<file path="config.mk">
export PLATFORM = sky130hd
export DESIGN_NAME = lzw_dict_arbiter_flat
export DESIGN_NICKNAME = d
export VERILOG_FILES = /design/src/rtl/lzw_dict_arbiter_pkg.sv /design/src/rtl/lzw_dict_arbiter_if.sv /design/src/rtl/lzw_dict_arbiter_rr.sv /design/src/rtl/lzw_dict_arbiter.sv /design/src/flat_wrapper.sv
export SDC_FILE = /design/constraint.sdc
export NUM_CORES = 1
export LEC_CHECK = 0
export CORE_AREA = 2 2 158 160
export DETAILED_ROUTE_END_ITERATION = 10
export DIE_AREA = 0 0 160 162
export PLACE_DENSITY = 0.66
export SLEW_MARGIN = 20
export SYNTH_ARGS = -nofsm -noshare
export SYNTH_HDL_FRONTEND = slang
export SYNTH_SLANG_ARGS = --single-unit
</file>
<file path="constraint.sdc">
create_clock -name clk -period 3.2 [get_ports clk]
set_input_delay 0.8 -clock clk [delete_from_list [all_inputs] [get_ports clk]]
set_output_delay 0.8 -clock clk [all_outputs]
set_load 0.005 [all_outputs]
</file>
<file path="src/rtl/lzw_dict_arbiter_pkg.sv">
// Shared constants and FSM state encoding for the LZW dictionary arbiter.
package lzw_dict_arbiter_pkg;
  localparam int ADDR_WIDTH_DEF = 12;
  localparam int DATA_WIDTH_DEF = 64;
  localparam int NUM_REQ        = 2;

  typedef enum logic [1:0] {
    ST_IDLE,
    ST_ACCESS,
    ST_CAPTURE,
    ST_RESP
  } state_e;
endpackage

</file>
<file path="src/rtl/lzw_dict_arbiter_if.sv">
// Requester/response bundle shared by the two dictionary clients and the arbiter.
interface lzw_dict_arbiter_if #(
  parameter int ADDR_WIDTH = lzw_dict_arbiter_pkg::ADDR_WIDTH_DEF,
  parameter int DATA_WIDTH = lzw_dict_arbiter_pkg::DATA_WIDTH_DEF
) ();
  import lzw_dict_arbiter_pkg::*;

  logic [NUM_REQ-1:0]                 req_valid;
  logic [NUM_REQ-1:0]                 req_ready;
  logic [NUM_REQ-1:0]                 req_we;
  logic [NUM_REQ-1:0][ADDR_WIDTH-1:0] req_addr;
  logic [NUM_REQ-1:0][DATA_WIDTH-1:0] req_data;
  logic [NUM_REQ-1:0]                 rsp_valid;
  logic [DATA_WIDTH-1:0]              rsp_data;
  logic [ADDR_WIDTH-1:0]              rsp_map;
  logic                               rsp_ok;
  logic                               dict_full;

  modport master (
    output req_valid, req_we, req_addr, req_data,
    input  req_ready, rsp_valid, rsp_data, rsp_map, rsp_ok, dict_full
  );

  modport slave (
    input  req_valid, req_we, req_addr, req_data,
    output req_ready, rsp_valid, rsp_data, rsp_map, rsp_ok, dict_full
  );
endinterface

</file>
<file path="src/rtl/lzw_dict_arbiter_rr.sv">
// Two-way round-robin grant; the priority pointer flips away from whoever was last accepted.
module lzw_rr_arbiter (
  input  logic       clk,
  input  logic       rst_n,
  input  logic [1:0] req_i,
  input  logic       accept_i,
  output logic [1:0] grant_o
);
  logic prio_q, prio_d;

  always_comb begin
    grant_o = 2'b00;
    if (req_i[prio_q]) begin
      grant_o[prio_q] = 1'b1;
    end else if (req_i[~prio_q]) begin
      grant_o[~prio_q] = 1'b1;
    end
  end

  always_comb begin
    prio_d = prio_q;
    if (accept_i) begin
      prio_d = ~grant_o[1];
    end
  end

  always_ff @(posedge clk or negedge rst_n) begin
    if (!rst_n) begin
      prio_q <= 1'b0;
    end else begin
      prio_q <= prio_d;
    end
  end
endmodule

</file>
<file path="src/rtl/lzw_dict_arbiter.sv">
// Shares one LZW dictionary RAM between two requesters; one lookup/insert every four cycles.
module lzw_dict_arbiter
  import lzw_dict_arbiter_pkg::*;
#(
  parameter int ADDR_WIDTH = ADDR_WIDTH_DEF,
  parameter int DATA_WIDTH = DATA_WIDTH_DEF
) (
  input  logic                  clk,
  input  logic                  rst_n,
  lzw_dict_arbiter_if.slave     req_if,
  output logic                  ram_cs,
  output logic                  ram_we,
  output logic [ADDR_WIDTH-1:0] ram_addr,
  output logic [DATA_WIDTH-1:0] ram_data_in,
  input  logic                  ram_valid,
  input  logic [DATA_WIDTH-1:0] ram_data_out,
  input  logic [ADDR_WIDTH-1:0] ram_map_out,
  input  logic [ADDR_WIDTH-1:0] ram_counter_out
);
  state_e                state_q, state_d;
  logic [NUM_REQ-1:0]    grant;
  logic                  accept;
  logic                  id_q, we_q, blocked_q;
  logic [ADDR_WIDTH-1:0] addr_q, snap_q, rsp_map_q;
  logic [DATA_WIDTH-1:0] data_q, rsp_data_q;
  logic                  rsp_ok_q;

  lzw_rr_arbiter u_rr (
    .clk      (clk),
    .rst_n    (rst_n),
    .req_i    (req_if.req_valid & {NUM_REQ{state_q == ST_IDLE}}),
    .accept_i (accept),
    .grant_o  (grant)
  );

  genvar gi;
  generate
    for (gi = 0; gi < NUM_REQ; gi++) begin : g_req
      assign req_if.req_ready[gi] = (state_q == ST_IDLE) && grant[gi];
      assign req_if.rsp_valid[gi] = (state_q == ST_RESP) && (id_q == 1'(gi));
    end
  endgenerate

  assign accept           = |(req_if.req_valid & req_if.req_ready);
  assign req_if.rsp_data  = rsp_data_q;
  assign req_if.rsp_map   = rsp_map_q;
  assign req_if.rsp_ok    = rsp_ok_q;
  assign req_if.dict_full = (ram_counter_out == '0);

  always_comb begin
    state_d = state_q;
    unique case (state_q)
      ST_IDLE:    if (accept) state_d = ST_ACCESS;
      ST_ACCESS:  state_d = ST_CAPTURE;
      ST_CAPTURE: state_d = ST_RESP;
      ST_RESP:    state_d = ST_IDLE;
      default:    state_d = ST_IDLE;
    endcase
  end

  // An insert into a full dictionary never touches the RAM.
  always_comb begin
    ram_cs      = 1'b0;
    ram_we      = 1'b0;
    ram_addr    = addr_q;
    ram_data_in = data_q;
    if (state_q == ST_ACCESS) begin
      ram_cs = ~blocked_q;
      ram_we = we_q & ~blocked_q;
    end else if (state_q == ST_CAPTURE) begin
      ram_cs = ~we_q;
    end
  end

  always_ff @(posedge clk or negedge rst_n) begin
    if (!rst_n) begin
      state_q    <= ST_IDLE;
      id_q       <= 1'b0;
      we_q       <= 1'b0;
      blocked_q  <= 1'b0;
      addr_q     <= '0;
      data_q     <= '0;
      snap_q     <= '0;
      rsp_data_q <= '0;
      rsp_map_q  <= '0;
      rsp_ok_q   <= 1'b0;
    end else begin
      state_q <= state_d;
      if (accept) begin
        id_q      <= grant[1];
        we_q      <= req_if.req_we[grant[1]];
        blocked_q <= req_if.req_we[grant[1]] & req_if.dict_full;
        addr_q    <= req_if.req_addr[grant[1]];
        data_q    <= req_if.req_data[grant[1]];
      end
      if (state_q == ST_ACCESS) begin
        snap_q <= ram_counter_out;
      end
      // An insert took effect only if the RAM advanced its code counter by one.
      if (state_q == ST_CAPTURE) begin
        if (!we_q) begin
          rsp_data_q <= ram_data_out;
          rsp_map_q  <= ram_map_out;
          rsp_ok_q   <= ram_valid;
        end else if (!blocked_q && (ram_counter_out == ADDR_WIDTH'(snap_q + 1'b1))) begin
          rsp_map_q  <= snap_q;
          rsp_ok_q   <= 1'b1;
        end else begin
          rsp_map_q  <= '0;
          rsp_ok_q   <= 1'b0;
        end
      end
    end
  end
endmodule

</file>
<file path="src/flat_wrapper.sv">
// flat-port wrapper written by rule: the top's interface ports become plain ports
module lzw_dict_arbiter_flat import lzw_dict_arbiter_pkg::*;
#(
  parameter int ADDR_WIDTH = ADDR_WIDTH_DEF,
  parameter int DATA_WIDTH = DATA_WIDTH_DEF
)
  (clk, rst_n, ram_cs, ram_we, ram_addr, ram_data_in, ram_valid, ram_data_out, ram_map_out, ram_counter_out, req_if_req_valid, req_if_req_we, req_if_req_addr, req_if_req_data, req_if_req_ready, req_if_rsp_valid, req_if_rsp_data, req_if_rsp_map, req_if_rsp_ok, req_if_dict_full);
  lzw_dict_arbiter_if #(.ADDR_WIDTH(ADDR_WIDTH), .DATA_WIDTH(DATA_WIDTH)) req_if_i ();
  input  logic clk;
  input  logic rst_n;
  output logic ram_cs;
  output logic ram_we;
  output logic [ADDR_WIDTH-1:0] ram_addr;
  output logic [DATA_WIDTH-1:0] ram_data_in;
  input  logic ram_valid;
  input  logic [DATA_WIDTH-1:0] ram_data_out;
  input  logic [ADDR_WIDTH-1:0] ram_map_out;
  input  logic [ADDR_WIDTH-1:0] ram_counter_out;
  input wire logic [$bits(req_if_i.req_valid)-1:0] req_if_req_valid;
  input wire logic [$bits(req_if_i.req_we)-1:0] req_if_req_we;
  input wire logic [$bits(req_if_i.req_addr)-1:0] req_if_req_addr;
  input wire logic [$bits(req_if_i.req_data)-1:0] req_if_req_data;
  output wire logic [$bits(req_if_i.req_ready)-1:0] req_if_req_ready;
  output wire logic [$bits(req_if_i.rsp_valid)-1:0] req_if_rsp_valid;
  output wire logic [$bits(req_if_i.rsp_data)-1:0] req_if_rsp_data;
  output wire logic [$bits(req_if_i.rsp_map)-1:0] req_if_rsp_map;
  output wire logic [$bits(req_if_i.rsp_ok)-1:0] req_if_rsp_ok;
  output wire logic [$bits(req_if_i.dict_full)-1:0] req_if_dict_full;
  assign req_if_i.req_valid = req_if_req_valid;
  assign req_if_i.req_we = req_if_req_we;
  assign req_if_i.req_addr = req_if_req_addr;
  assign req_if_i.req_data = req_if_req_data;
  assign req_if_req_ready = req_if_i.req_ready;
  assign req_if_rsp_valid = req_if_i.rsp_valid;
  assign req_if_rsp_data = req_if_i.rsp_data;
  assign req_if_rsp_map = req_if_i.rsp_map;
  assign req_if_rsp_ok = req_if_i.rsp_ok;
  assign req_if_dict_full = req_if_i.dict_full;
  lzw_dict_arbiter #(.ADDR_WIDTH(ADDR_WIDTH), .DATA_WIDTH(DATA_WIDTH)) u_core (.clk(clk), .rst_n(rst_n), .req_if(req_if_i), .ram_cs(ram_cs), .ram_we(ram_we), .ram_addr(ram_addr), .ram_data_in(ram_data_in), .ram_valid(ram_valid), .ram_data_out(ram_data_out), .ram_map_out(ram_map_out), .ram_counter_out(ram_counter_out));
endmodule
</file>
==> run_results.csv <==
group,metric,value,unit
detailed_routing,drtPass1Iterations,9,
worst_setup_path,critPathLaunchType,"primary input",
layout,fin_area,0.01249,mm^2
placed_design,placed_cells_incl_taps,1303,
worst_setup_path,critPathTopFamily,"buffers and inverters",
worst_setup_path,cp_startpoint,"ram_counter_out[7]",
worst_setup_path,cp_data_required_time,2400,ps
worst_setup_path,critical_path_buf_inv_count,3,
power,p_sw,3.724,mW
detailed_routing,drt-initial-drc-count,637,
logic_synthesis,syn_avg_cell_area,12.44,um^2
sta,slew_violations,0,
placed_design,gp_congestion,0.8240,
layout,area_delta_synth_final,69.03,%
sta,min_period,3024,ps
sta,layout_worst_path_cycle_share,94.50,%
sta,max_freq,330.7,MHz
sta,rsz0062_at_grt,"no",
logic_synthesis,synth-seq-area-share,57.89,%
die,die_height,162,um
worst_setup_path,endpoint_kind,"output pin",
cts,cts_buffers,17,
layout,proportion_of_layout_cells_with_a_drive_suffix_above_1,13.75,%
cts,clkSinkCount,171,
logic_synthesis,yosys_most_used_dff,"dfrtp_1",
power,swShare,32.69,%
cts,cts-root-to-sink-buffers,2,
placed_design,place_area,0.01191,mm^2
die,floorplan.initialDensity,30.67,%
worst_hold_path,hp-class,"primary input to async pin",
placed_design,hpwlAfterDp,18.40,mm
die,chipWidth,160,um
logic_synthesis,synth_warnings,0,
grt,gr-usage-all-layers,18.91,%
cts,post_cts_setup_buffers,0,
cts,h-tree-depth,4,
cts,tritoncts,"yes",
sta,timing.slew.headroom,40.24,%
die,std_cell_rows,57,
logic_synthesis,syn_nets,847,
worst_setup_path,critical-path-slowest-cell,"clkdlybuf4s50_1",
cts,clk_transition_reported_paths,70,ps
logic_synthesis,number_of_enable_type_register_cells_in_the_synthesized_netlist,0,
die,core_region_area,0.02411,mm^2
power,power.clock.fraction,18.1,%
detailed_routing,routed_wirelength,25.14,mm
placed_design,dp_worst_setup_slack,-129.4,ps
cts,cts_hold_buffers,0,
worst_setup_path,timing.critical_path.arrival,2220,ps
detailed_routing,route.vias.total,6598,
sta,worstMarginPinSlew,896.4,ps
grt,globalRoute.totalOverflow,0,
logic_synthesis,synth_area,0.007392,mm^2
sta,report.final.setup_viol,0,
die,die_ar,0.02592,mm^2
grt,number_of_antenna_violations_at_the_first_check_in_global_routing,1,
worst_setup_path,longest_individual_stage_delay_on_the_worst_path,440,ps
cts,clock_latency_of_the_later_clocked_register_in_the_worst_skew_pair,420,ps
detailed_routing,post_drt_wl_per_cell,18.82,um
logic_synthesis,yosys.cell_types.count,47,
layout,layout.nets,1251,
logic_synthesis,syn-instance-count,594,
detailed_routing,drc,0,
worst_setup_path,regToRegStartpoint,"u_core.snap_q[0]$_DFFE_PN0P_",
sta,timing.hold.ws,367.9,ps
cts,clk_root_buffer_cell,"clkbuf_16",
power,design_power_total,11.39,mW
outcome,status,"finished clean",
grt,grt_start_max_net_pins,79,
worst_setup_path,cp_cell_sequence,"clkdlybuf4s50_1 > nor4_2 > buf_4 > and3_4 > dlygate4sd2_1",
logic_synthesis,asyncSetResetFlopFracSynth,100.0,%
power,cellInternalPower,7.667,mW
sta,hold_viol,0,
die,design.portCount,407,
worst_setup_path,crit_type,"primary input to output pin",
power,max-vdd-ir-drop,0.0003542,V
grt,grt_pass1_wl,38.18,mm
detailed_routing,drtAntennaViolNets,0,
worst_setup_path,cp_max_fo,2,
layout,fillCellCount,2224,
placed_design,port_buffers,406,
layout,filler_free_cell_count_of_the_finished_design,1336,
sta,timing.final.ws_setup,176.0,ps
logic_synthesis,yosys_register_bits,171,
grt,number_of_global_route_vias_before_repair,6793,
power,p_seq_share,34.6,%
detailed_routing,viasPerCell,4.939,
job,max_cap_viol,0,
cts,cts_repair_resize_count,3,
power,power.share.combinational,47.3,%
power,power_density,911.7,mW/mm^2
power,leakagePower,5.395,nW
sta,clock-skew-final,7.109,ps
-- synth_stat cells (2+ instances only) --
cell      instances  area [um^2]
a211oi_1          2        15.01
a21o_1            2        15.01
a21oi_1           7        35.03
a222oi_1         76        760.7
a22o_1            2        17.52
a31o_1           12        105.1
and2_1            4        25.02
and3_1            3        18.77
buf_1             6        22.52
buf_2             3        15.01
buf_6             2        22.52
clkbuf_1         29        108.9
dfrtp_1         171         4279
ha_1              6        75.07
inv_1            94        352.8
mux2_2           77        867.1
nand2_1          11        41.29
nand2b_1          3        18.77
nand3b_1         10        75.07
nand4_1           3        18.77
nor2_1            9        33.78
nor2b_1           2        12.51
nor3_1            2        10.01
nor4_1            4        25.02
o21a_1            2        15.01
o21ai_0          17        85.08
o21bai_1          2        15.01
xnor2_1           8        70.07
xor2_1            7        61.31
-- layer usage --
metal  vias to the layer above  GRT usage (%)  share of wire, %
li1                       3001              -                 -
met1                      3220          21.58                39
met2                       328          32.31                49
met3                        49          6.691               8.9
met4                         0          8.026               3.3
met5                         -              0                 0
-- stage by stage --
step           setup TNS (ps)  util (%)
3_5_place_dp           -129.4     49.40
5_1_grt                     0     51.82
3_3_place_gp           -163.1     49.40
6_report                    0     51.83
4_1_cts                     0     51.82
2_1_floorplan               0         -
-- cells by family after synthesis --
group                    synth area share, %
XOR/XNOR                               1.777
flip-flops                             57.89
adder cells (fa/ha/maj)                1.016
buffers and inverters                  7.261
AND/OR/NAND/NOR                        4.875
AO/OA/AOI/OAI                          15.32
multiplexers                           11.87
-- registers in the layout, indices dropped and copies added, names as in the netlist --
| name | flops |
|---|---|
| u_core.state_q | 2 |
| u_core.id_q | 1 |
| u_core.req_if.rsp_ok | 1 |
| u_core.ram_data_in | 64 |
| u_core.req_if.rsp_data | 64 |
| u_core.u_rr.prio_q | 1 |
| u_core.ram_addr | 12 |
| u_core.snap_q | 12 |
| u_core.blocked_q | 1 |
| u_core.we_q | 1 |
| u_core.req_if.rsp_map | 12 |
-- worst register-to-register path: cells and delay by family, from the launching register on --
| kind | cells | cell delay, ps |
|---|---|---|
| AOI/OAI and AO/OA | 3 | 720 |
| and+or+nand+nor | 3 | 640 |
| DFF | 1 | 540 |
| adders and majority gates | 1 | 390 |
| buffers and inverters | 1 | 230 |
-- power groups by stage --
stage / sequential (mW) / clock [mW] / combinational, mW
after floorplan: 3.92 / 0 / 2.44
after global placement: 3.93 / 0 / 5.39
after detailed placement: 3.96 / 0 / 5.45
after CTS: 3.95 / 2.13 / 5.46
after global routing: 4.09 / 2.21 / 5.83
final: 3.94 / 2.06 / 5.39
-- layout make-up --
class / count / area (um^2) / share of cell area (%)
clock inverters: 13 / 131.4 / 1.051
well taps: 324 / 405.4 / 3.245
inverters: 94 / 352.8 / 2.824
multi-input cells: 288 / 2629 / 21.04
flip-flops and latches: 171 / 4279 / 34.25
diodes: 1 / 2.502 / 0.02003
clock buffers: 19 / 442.9 / 3.545
repair buffers: 426 / 4252 / 34.03
-- path summary, 6_finish.rpt --
kind	endpoint	slack [ps]	cells past startpoint
max	req_if_dict_full	180	5
min	u_core.snap_q[11]$_DFFE_PN0P_	370	1
min reg2reg	u_core.ram_addr[5]$_DFFE_PN0P_	500	2
min in group clk	u_core.ram_addr[5]$_DFFE_PN0P_	500	2
max reg2reg	u_core.req_if.rsp_map[8]$_DFFE_PN0P_	640	8
max in group asynchronous	u_core.ram_data_in[57]$_DFFE_PN0P_	2110	2
-- layout by cell type (no fill, tap or decap), drive strengths merged, types with 10 or more instances in the layout --
cell type / n
a222oi: 76
inv: 101
clkbuf: 19
a31o: 12
o21ai: 18
nand2: 11
clkdlybuf4s50: 404
dfrtp: 171
mux2: 77
buf: 21
nand3b: 10
No activity file was read; power rests on OpenSTA's default activity.
